**src/rtl/param_seq_divider.sv**
```systemverilog
// param_seq_divider
//   Multi-cycle restoring divider that produces one quotient bit per clock.
//   Each operation can be unsigned or two's-complement (signed_mode, sampled
//   together with the operands). Valid/ready handshakes are used on both the
//   operand side and the result side. The unit flags divide-by-zero and the
//   signed overflow case (most-negative / -1).
//
// Parameters
//   WIDTH      operand/result width (>= 2)
//   SIGNED_EN  1: signed_mode honoured; 0: always unsigned, ovf tied low
//
// Ports
//   clk, reset_n                  clock, asynchronous active-low reset
//   in_valid / in_ready           operand handshake (ready only while idle)
//   signed_mode, dividend,        operands, latched on the accept edge
//   divisor
//   out_valid / out_ready         result handshake (valid held until ready)
//   quotient, remainder,          result; updated only on entry to DONE and
//   error, ovf                    retained after the handshake

module param_seq_divider #(
  parameter int unsigned WIDTH     = 8,
  parameter bit          SIGNED_EN = 1'b1
) (
  input  logic             clk,
  input  logic             reset_n,
  input  logic             in_valid,
  output logic             in_ready,
  input  logic             signed_mode,
  input  logic [WIDTH-1:0] dividend,
  input  logic [WIDTH-1:0] divisor,
  output logic             out_valid,
  input  logic             out_ready,
  output logic [WIDTH-1:0] quotient,
  output logic [WIDTH-1:0] remainder,
  output logic             error,
  output logic             ovf
);

  localparam int unsigned      CW       = $clog2(WIDTH) + 1;
  localparam logic [CW-1:0]    LAST     = CW'(WIDTH - 1);
  localparam logic [WIDTH-1:0] MOST_NEG = {1'b1, {(WIDTH-1){1'b0}}};

  typedef enum logic [1:0] {
    S_IDLE,
    S_DIVIDE,
    S_FIXUP,
    S_DONE
  } state_t;

  state_t state, state_next;

  logic [CW-1:0]    cnt;
  logic [WIDTH-1:0] dvd;       // dividend magnitude, becomes quotient bit by bit
  logic [WIDTH-1:0] dvs;       // divisor magnitude
  logic [WIDTH-1:0] rem;       // partial remainder
  logic             sq;        // negate quotient in FIXUP
  logic             sr;        // negate remainder in FIXUP
  logic             ovf_pend;

  logic             eff_signed;
  logic             accept;
  logic             div_zero;
  logic [WIDTH-1:0] dividend_mag;
  logic [WIDTH-1:0] divisor_mag;
  logic [WIDTH:0]   shifted;
  logic             take;
  logic [WIDTH-1:0] rem_next;

  assign eff_signed = SIGNED_EN & signed_mode;
  assign accept     = in_valid & in_ready;
  assign div_zero   = (divisor == '0);

  always_comb begin
    dividend_mag = dividend;
    divisor_mag  = divisor;
    if (eff_signed && dividend[WIDTH-1]) dividend_mag = '0 - dividend;
    if (eff_signed && divisor[WIDTH-1])  divisor_mag  = '0 - divisor;
  end

  // The restored remainder is always below the divisor, so it fits in WIDTH
  // bits; only the shifted trial value needs the extra carry bit. When the
  // subtraction succeeds the true difference is below 2^WIDTH, so a
  // WIDTH-bit modular subtract gives the exact result.
  always_comb begin
    shifted  = {rem, dvd[WIDTH-1]};
    take     = (shifted >= {1'b0, dvs});
    rem_next = take ? (shifted[WIDTH-1:0] - dvs) : shifted[WIDTH-1:0];
  end

  // State register
  always_ff @(posedge clk or negedge reset_n) begin
    if (!reset_n) state <= S_IDLE;
    else          state <= state_next;
  end

  // Next-state logic
  always_comb begin
    state_next = state;
    case (state)
      S_IDLE:   if (accept) state_next = div_zero ? S_DONE : S_DIVIDE;
      S_DIVIDE: if (cnt == LAST) state_next = S_FIXUP;
      S_FIXUP:  state_next = S_DONE;
      S_DONE:   if (out_ready) state_next = S_IDLE;
      default:  state_next = S_IDLE;
    endcase
  end

  // Handshake outputs
  always_comb begin
    in_ready  = (state == S_IDLE);
    out_valid = (state == S_DONE);
  end

  // Datapath and result registers
  always_ff @(posedge clk or negedge reset_n) begin
    if (!reset_n) begin
      cnt       <= '0;
      dvd       <= '0;
      dvs       <= '0;
      rem       <= '0;
      sq        <= 1'b0;
      sr        <= 1'b0;
      ovf_pend  <= 1'b0;
      quotient  <= '0;
      remainder <= '0;
      error     <= 1'b0;
      ovf       <= 1'b0;
    end else begin
      case (state)
        S_IDLE: begin
          if (accept) begin
            dvd      <= dividend_mag;
            dvs      <= divisor_mag;
            rem      <= '0;
            cnt      <= '0;
            sq       <= eff_signed & (dividend[WIDTH-1] ^ divisor[WIDTH-1]);
            sr       <= eff_signed & dividend[WIDTH-1];
            ovf_pend <= eff_signed && (dividend == MOST_NEG) && (divisor == '1);
            if (div_zero) begin
              quotient  <= '1;
              remainder <= dividend;
              error     <= 1'b1;
              ovf       <= 1'b0;
            end
          end
        end
        S_DIVIDE: begin
          rem <= rem_next;
          dvd <= {dvd[WIDTH-2:0], take};
          cnt <= cnt + 1'b1;
        end
        S_FIXUP: begin
          quotient  <= sq ? ('0 - dvd) : dvd;
          remainder <= sr ? ('0 - rem) : rem;
          error     <= 1'b0;
          ovf       <= ovf_pend;
        end
        default: ;
      endcase
    end
  end

endmodule

```
**config.mk**
```make
export PLATFORM = sky130hd
export DESIGN_NAME = param_seq_divider
export DESIGN_NICKNAME = d
export VERILOG_FILES = /design/src/rtl/param_seq_divider.sv
export SDC_FILE = /design/constraint.sdc
export NUM_CORES = 1
export LEC_CHECK = 0
export BUFFER_PORTS_ARGS = -buffer_cell sky130_fd_sc_hd__buf_2
export CAP_MARGIN = 10
export CORE_MARGIN = 4
export CORE_UTILIZATION = 53
export CTS_CLUSTER_DIAMETER = 100
export DETAILED_ROUTE_END_ITERATION = 8
export GPL_TIMING_DRIVEN = 0
export PLACE_DENSITY = 0.88
export SLEW_MARGIN = 30
export SYNTH_ARGS = -nofsm -noshare
export SYNTH_HDL_FRONTEND = slang
export SYNTH_SLANG_ARGS = --single-unit
```
**constraint.sdc**
```tcl
create_clock -name clk -period 2 [get_ports clk]
set_input_delay 0.4 -clock clk [delete_from_list [all_inputs] [get_ports clk]]
set_output_delay 0.4 -clock clk [all_outputs]
set_load 0.05 [all_outputs]
```
* After elaboration in Yosys (flattened, before gate mapping)
Cells that the tools add are included.
** Storage, ports and cells
- Bits in registers :: 51
- Input port bits :: 21
- Logic and storage cells :: 73
** Operators by class
- $add $sub $neg :: 6
- $lt $le $gt $ge :: 1
- Equal/unequal tests :: 10
- Muxes and demuxes :: 28
- Bitwise gates (word level) :: 4
- Reductions and logical operators :: 12
** Operators by type and width (number)
- $mux 8 :: 11
- $pmux 8 s2 :: 4
- $sub 1x8->8 const A :: 4
- $eq 8x8->1 const B :: 2
- $ge 9x8->1 :: 1
- $logic_not 8->1 :: 1
- $mux 2 :: 4
- $pmux 2 s4 :: 1
- $pmux 4 s2 :: 1
- $sub 8x8->8 :: 1
- $ne 2x1->1 const B :: 3
- $reduce_and 3->1 :: 2
- $add 4x1->4 const B :: 1
- $eq 2x2->1 const B :: 2
- $eq 4x3->1 const B :: 1
- $logic_and 1x1->1 :: 4
- $mux 1 :: 4
- $mux 4 :: 1
- $pmux 1 s2 :: 2
- $reduce_and 2->1 :: 2
- $reduce_bool 2->1 :: 2
- $and 1x1->1 :: 3
- $eq 2x1->1 const B :: 1
- $logic_not 2->1 :: 1
- 2 further kinds :: 2

* Depth between registers and ports, before layout
Gate-level depths: netlist (run 1).
- Depth in word-level cells :: 4
- Gate-level depth with buffers :: 9
- Mapped depth without buffers :: 9

* Worst setup path before layout (run 1)
No wires, ideal clock.
- Kind :: register to register
- Start :: register state[0]
- End :: register remainder[1]
- Library setup time :: 125 ps
- Arrival :: 2445 ps
- Slack :: -570 ps
- Cell stages (with the launch flop) :: 9
- Clock period less this slack :: 2570 ps
- Path through :: dfrtp_1 inv_1 ha_1 clkbuf_1 nand4b_1 or4_4 o21ai_4 buf_12 mux2_4
** On the way
- Word-level cells in the longest chain between the ends :: 4
- Elaborated cells on any way between the ends :: 8
** RTL lines
- from (decl) :: line 51 : state_t state, state_next;
- from (signal assigned) :: line 94 : else state <= state_next;
- $logic_not 2->1 (*) :: line 111 : in_ready = (state == S_IDLE);
- named net in_ready :: line 28 : output logic in_ready,
- $and 1x1->1 :: line 71 : assign accept = in_valid & in_ready;
- $ne 2x1->1 (no line)
- $reduce_and 3->1 (no line)
- to (signal assigned) :: line 142 : remainder <= dividend;
- to (signal assigned) :: line 155 : remainder <= sr ? ('0 - rem) : rem;
- to (decl) :: line 35 : output logic [WIDTH-1:0] remainder,
Mark *: on every way through the listed nets, which the timed path passes. The rest lies on a longest branch.
A chain may end at the register's enable or synchronous reset.

* Final worst setup path (run 1)
- Start :: register dvd[7]
- End :: register rem[6]
** On the way
- Word-level cells in the longest chain between the ends :: 3
- Elaborated cells on any way between the ends :: 4
** RTL lines
- from (decl) :: line 54 : logic [WIDTH-1:0] dvd;
- from (signal assigned) :: line 133 : dvd <= dividend_mag;
- from (signal assigned) :: line 150 : dvd <= {dvd[WIDTH-2:0], take};
- $sub 8x8->8 or $ge 9x8->1 (tied branches) :: line 88, 87
- $mux 8 (*) :: line 88 : rem_next = take ? (shifted[WIDTH-1:0] - dvs) : shifted[WIDTH-1:0];
- $pmux 8 s2 (*) :: line 130 : case (state)
- to (signal assigned) :: line 149 : rem <= rem_next;
- to (decl) :: line 56 : logic [WIDTH-1:0] rem;
Mark *: on every way between the ends. The rest lies on a longest branch, timed or not.

==> results of run 1 <==
## power groups by stage
stage	registers, mW	logic, mW	clock network [mW]
4_1_cts	1.83	4.28	0.719
2_1_floorplan	2.29	2.69	0
3_5_place_dp	1.86	4.02	0
5_1_grt	1.90	5.04	0.762
6_report	1.85	4.63	0.713
3_3_place_gp	1.83	3.86	0
## metrics by stage
stage	hold slack (ns)	instances
after global placement	0.467	486
after detailed placement	0.461	486
final	0.104	507
after floorplan	0.104	371
after CTS	0.124	503
after global routing	0.146	507
## final timing paths
check / depth (start not counted) / to / from
setup / recovery: 9 / rem[6] / dvd[7]
hold / removal: 1 / quotient[2] / reset_n
setup reg to reg: 9 / rem[6] / dvd[7]
hold reg to reg: 2 / dvs[5] / dvs[5]
max in group asynchronous: 1 / rem[0] / reset_n
min in group clk: 3 / dvs[7] / divisor[7]
## what timing repair did
item	CTS	global route
endpoints found under the setup margin	34	26
pin swaps	8	5
buffers inserted	11	5
endpoints found under the hold margin	0	0
resized for setup	13	20
hold buffers	0	0
## synthesized netlist by cell type, drive strengths merged (2+ instances only)
library cell	instances	area [sq um]
nand3	4	20.0
nor2b	7	43.8
nor3	4	20.0
a22o	2	17.5
a211oi	2	15.0
nand2b	2	12.5
nor2	36	135
mux2	7	101
xnor2	11	96.3
inv	26	97.6
and3	2	12.5
or3	3	18.8
clkbuf	12	45.0
a21oi	27	135
a32oi	3	26.3
ha	18	225
o41ai	2	25.0
or4	3	26.3
xor2	16	140
buf	5	60.1
a31oi	10	68.8
o31ai	8	60.1
nand3b	3	22.5
nand2	43	161
mux2i	12	120
o21ai	33	176
nand4	3	18.8
o22ai	2	12.5
dfrtp	51	1280
## layout make-up
type / instances / area [sq um]
fill: 462 / 2020
multi-input combinational: 277 / 1950
sequential: 51 / 1280
timing repair buffer: 56 / 323
buffer: 15 / 110
inverter: 26 / 97.6
tap: 75 / 93.8
clock buffer: 5 / 68.8
clock inverter: 2 / 37.5
## metal layers
layer  up-vias  track usage (%)  part of all wire (%)
met3        32             3.22                   8.4
met2       145             39.3                    48
met1      1405             28.8                    41
li1       1415                -                     -
met5         -                0                     0
met4         0             7.11                   2.8
## kinds of logic after synthesis
family | after synthesis | synth area share, %
flops | 51 | 38.5
simple gates | 115 | 16.0
buf+inv | 43 | 6.11
fa+ha+maj | 19 | 7.39
compound gates | 97 | 18.3
mux | 19 | 6.68
xor+xnor | 27 | 7.13
## flip-flops by register name, indices dropped and copies added (netlist names)
register	count
quotient	8
state	2
dvd	8
dvs	8
ovf	1
rem	8
cnt	4
error	1
remainder	8
sr	1
ovf_pend	1
sq	1
## worst register-to-register path: stages (launching register included)
cell	delay, ns
dfrtp_1	0.43
inv_2	0.11
ha_4	0.15
inv_2	0.04
fa_2	0.36
a211oi_4	0.23
o21bai_1	0.09
a21oi_1	0.18
xor2_1	0.09
o31ai_1	0.21
==> results_dict.tcl, run 1 <==
set metrics [dict create \
    die_height_microns 87.1 \
    rsz0062_at_grt "true" \
    syn2layout_area_growth_pct 19.6 \
    syn_avg_cell_area_sq_um 8.94 \
    pwr-share-seq_pct 25.7 \
    grt_remaining_overflow 0 \
    synthArstFlopShare_pct 100 \
    finalMaxSlewViolations 0 \
    cp-start-kind "flop" \
    synthDistinctLibCells 52 \
    htreeDepth 2 \
    p_per_area_mw_per_mm2 1810 \
    drtIter0Drc 232 \
    rows 28 \
    final_cell_mix "dfrtp_1, nand2_1, buf_2" \
    syn-num-nets 411 \
    worst_skew_pair.late_latency_ns 0.31 \
    grt_start_max_net_pins 52 \
    antenna_found_initial 0 \
    cts_tree "done" \
    syn_area_sq_mm 0.00332 \
    place_congestion 0.910 \
    fin_crit_ns 1.96 \
    setup_tns_ns 0 \
    vias 2997 \
    internal_power_mw 3.73 \
    irDropWorstVdd_mv 0.979 \
    slowest_stage "dfrtp_1" \
    core_sq_mm 0.00599 \
    n_antenna_cell 0 \
    placed_cell_area_sq_mm 0.00364 \
    clk_pin_slew_ns 0.09 \
    synth_edf_count 0 \
    io-pin-count 41 \
    worstMarginPinSlew_ns 0.650 \
    worst-setup-path-type "reg -> reg" \
    cp_cell_sequence "inv_2, ha_4, inv_2, fa_2, a211oi_4, o21bai_1, a21oi_1, xor2_1, o31ai_1" \
    crit_path_max_incr_delay_ns 0.43 \
    path_buf_inv 2 \
    maxCapViolCount 0 \
    critPathTopFamily "compound AO/OA/AOI/OAI gates" \
    numCtsBuffers 5 \
    pre_cts_ws_ns -0.260 \
    yosys_warnings 0 \
    start_util_pct 55.4 \
    drt-total-wl_mm 8.32 \
    p_total_mw 7.19 \
    worstSetupEndpointType "flop" \
    skew_ns 0.00739 \
    timing.reg2reg.setup_slack_ns 0.04 \
    design.die.area_sq_mm 0.00759 \
    final_cell_area_sq_mm 0.00397 \
    wl_per_cell_microns 16.4 \
    dieWidth_microns 87.1 \
    final_antenna_net_count 0 \
    cts.sinks 51 \
    cts-root-buf "clkbuf_8" \
    ys_seq_area_share_pct 38.5 \
    setup_viol 0 \
    required_ns 2.22 \
    numPortBuffers 40 \
    combPwrFrac_pct 64.4 \
    dpl.hpwl_mm 5.94 \
    fin_ws_ns 0.0360 \
    clockPowerShare_pct 9.9 \
    switching_share_pct 48.2 \
    status "finished, final reports clean" \
    cts_buffer_depth 2 \
    final_common_cell "dfrtp_1" \
    max_freq_mhz 509 \
    synth_ff_type "dfrtp_1" \
    leakagePower_nw 1.75 \
    utilization_pct 66.2 \
    grt_pass1_wl_mm 13.6 \
    grt_pass1_vias 2835 \
    final_nets 472 \
    worst_ep_arrival_time_ns 2.18 \
    p_sw_mw 3.46 \
    period_share_pct 98.2 \
    drive_gt1_share_pct 25.5 \
    syn-instance-count 371 \
    vias_per_cell 5.91 \
    path_max_fanout 3 \
    relSlewSlack_pct 56.6 \
    path_common_cell "inv_2" \
    finalHoldViolCount 0 \
    dr.pass1.iters 5 \
    ys_ff_latch 51 \
    drc 0 \
    hold_path.class "in -> async" \
    grt_usage_pct 22.6 \
]
Power figures use the tool's default switching activity.
==> inputs of run 2 (changes only) <==
SETUP_SLACK_MARGIN = 0.15   (was unset)
==> results_dict.tcl, run 2 (same netlist as run 1, synthesis figures left out) <==
set metrics [dict create \
    setup_viol 14 \
    cp-start-kind "flop" \
    grt_remaining_overflow 0 \
    drtIter0Drc 311 \
    fin_ws_ns -0.135 \
    final_antenna_net_count 0 \
    drc 0 \
    required_ns 2.22 \
    pre_cts_ws_ns -0.202 \
    relSlewSlack_pct 57.4 \
    final_common_cell "dfrtp_1" \
    drt-total-wl_mm 9.93 \
    vias 3206 \
    crit_path_max_incr_delay_ns 0.47 \
    ctsHoldBuffers 0 \
    num-fill-cells 392 \
    start_util_pct 55.4 \
    irDropWorstVdd_mv 1.25 \
    worst_skew_pair.late_latency_ns 0.32 \
    die_height_microns 87.1 \
    n_antenna_cell 0 \
    finalMaxSlewViolations 0 \
    antenna_found_initial 0 \
    period_share_pct 107 \
    dr.pass1.iters 6 \
    skew_ns 0.0172 \
    grt_start_max_net_pins 52 \
    grt_usage_pct 25.4 \
    status "complete, but fails checks" \
    p_per_area_mw_per_mm2 1870 \
    finalHoldViolCount 0 \
    numCtsBuffers 5 \
    maxCapViolCount 0 \
    dpl.hpwl_mm 6.04 \
    clk_pin_slew_ns 0.11 \
    cts_tree "done" \
    hold_path.class "in -> async" \
    numPortBuffers 40 \
    setup_tns_ns -1.07 \
    dieWidth_microns 87.1 \
    place_congestion 0.888 \
    path_buf_inv 4 \
    worst_ep_arrival_time_ns 2.35 \
    final_cell_mix "dfrtp_1, nand2_1, buf_2" \
    htreeDepth 2 \
    final_cell_area_sq_mm 0.00425 \
    grt_pass1_vias 3130 \
    utilization_pct 71.0 \
    worstMarginPinSlew_ns 0.639 \
    core_sq_mm 0.00599 \
    p_total_mw 7.97 \
    fin_crit_ns 2.13 \
    critPathTopFamily "simple AND/OR/NAND/NOR gates" \
    slowest_stage "or4_4" \
    worstSetupEndpointType "flop" \
    worst-setup-path-type "reg -> reg" \
    placed_cell_area_sq_mm 0.00369 \
    cts_buffer_depth 2 \
    io-pin-count 41 \
    cts-root-buf "clkbuf_8" \
    wl_per_cell_microns 19.4 \
    timing.reg2reg.setup_slack_ns -0.13 \
    vias_per_cell 6.25 \
    path_max_fanout 10 \
    cp_cell_sequence "inv_2, ha_4, clkbuf_16, nand4b_1, or4_4, o21ai_4, buf_12, buf_8, nor2_1, a31oi_1" \
    rows 28 \
    leakagePower_nw 1.86 \
    max_freq_mhz 468 \
    final_nets 477 \
    design.die.area_sq_mm 0.00759 \
    rsz0062_at_grt "true" \
    failed_checks "setup timing" \
    drive_gt1_share_pct 29.7 \
    syn2layout_area_growth_pct 28.2 \
    grt_pass1_wl_mm 15.0 \
    cts.sinks 51 \
]
-- run 2: timing repair --
item                       in CTS  in global routing
setup endpoints to repair      37                 50
gates resized for setup        35                 20
setup buffers                  12                  4
pin swaps                       2                  1
cloned                          2                  1
-- run 2: worst register-to-register path, cell delays in order, from the launching register on --
cell and delay (ns):
dfrtp_1 0.41, inv_2 0.08, ha_4 0.15, clkbuf_16 0.13, nand4b_1 0.08, or4_4 0.47, o21ai_4 0.13, buf_12 0.14
buf_8 0.13, nor2_1 0.05, a31oi_1 0.25
-- run 2: routing by layer --
layer / global-route usage (%) / share of wire, % / routed length (microns)
met1: 29.0 / 37 / 3680
met2: 43.8 / 49 / 4840
met3: 5.30 / 8.4 / 834
met4: 14.2 / 5.8 / 578
met5: 0 / 0 / 0
-- run 2: final cells by class --
cell class              count  area (sq um)  share of cell area, %
repair buffers             59           432                   10.2
multi-input cells         277          2070                   48.6
plain buffers              17           164                   3.85
clock inverters             2          35.0                  0.824
flip-flops and latches     51          1280                   30.1
inverters                  26          97.6                   2.29
well taps                  75          93.8                   2.21
clock buffers               6          82.6                   1.94
-- run 2: power breakdown --
| group | leakage (nW) | internal, mW | total, mW | switching (mW) |
|---|---|---|---|---|
| logic | 1.19 | 2.24 | 5.30 | 3.06 |
| registers | 0.612 | 1.47 | 1.89 | 0.420 |
| clock network | 0.0612 | 0.406 | 0.781 | 0.375 |
-- run 2: stage by stage --
step,instances,hold WS (ns)
floorplan,371,0.104
global placement,486,0.463
detailed placement,486,0.464
CTS,508,0.129
global route,513,0.152
finish,513,0.0939
-- run 2: path summary, 6_finish.rpt --
| path | startpoint | endpoint | cells after the start |
|---|---|---|---|
| worst max-delay path | state[1] | quotient[2] | 10 |
| worst min-delay path | reset_n | quotient[3] | 1 |
| worst max register to register | state[1] | quotient[2] | 10 |
| worst min register to register | dvs[5] | dvs[5] | 2 |
| min in group clk | divisor[7] | dvs[7] | 3 |
| max in group asynchronous | reset_n | rem[0] | 1 |
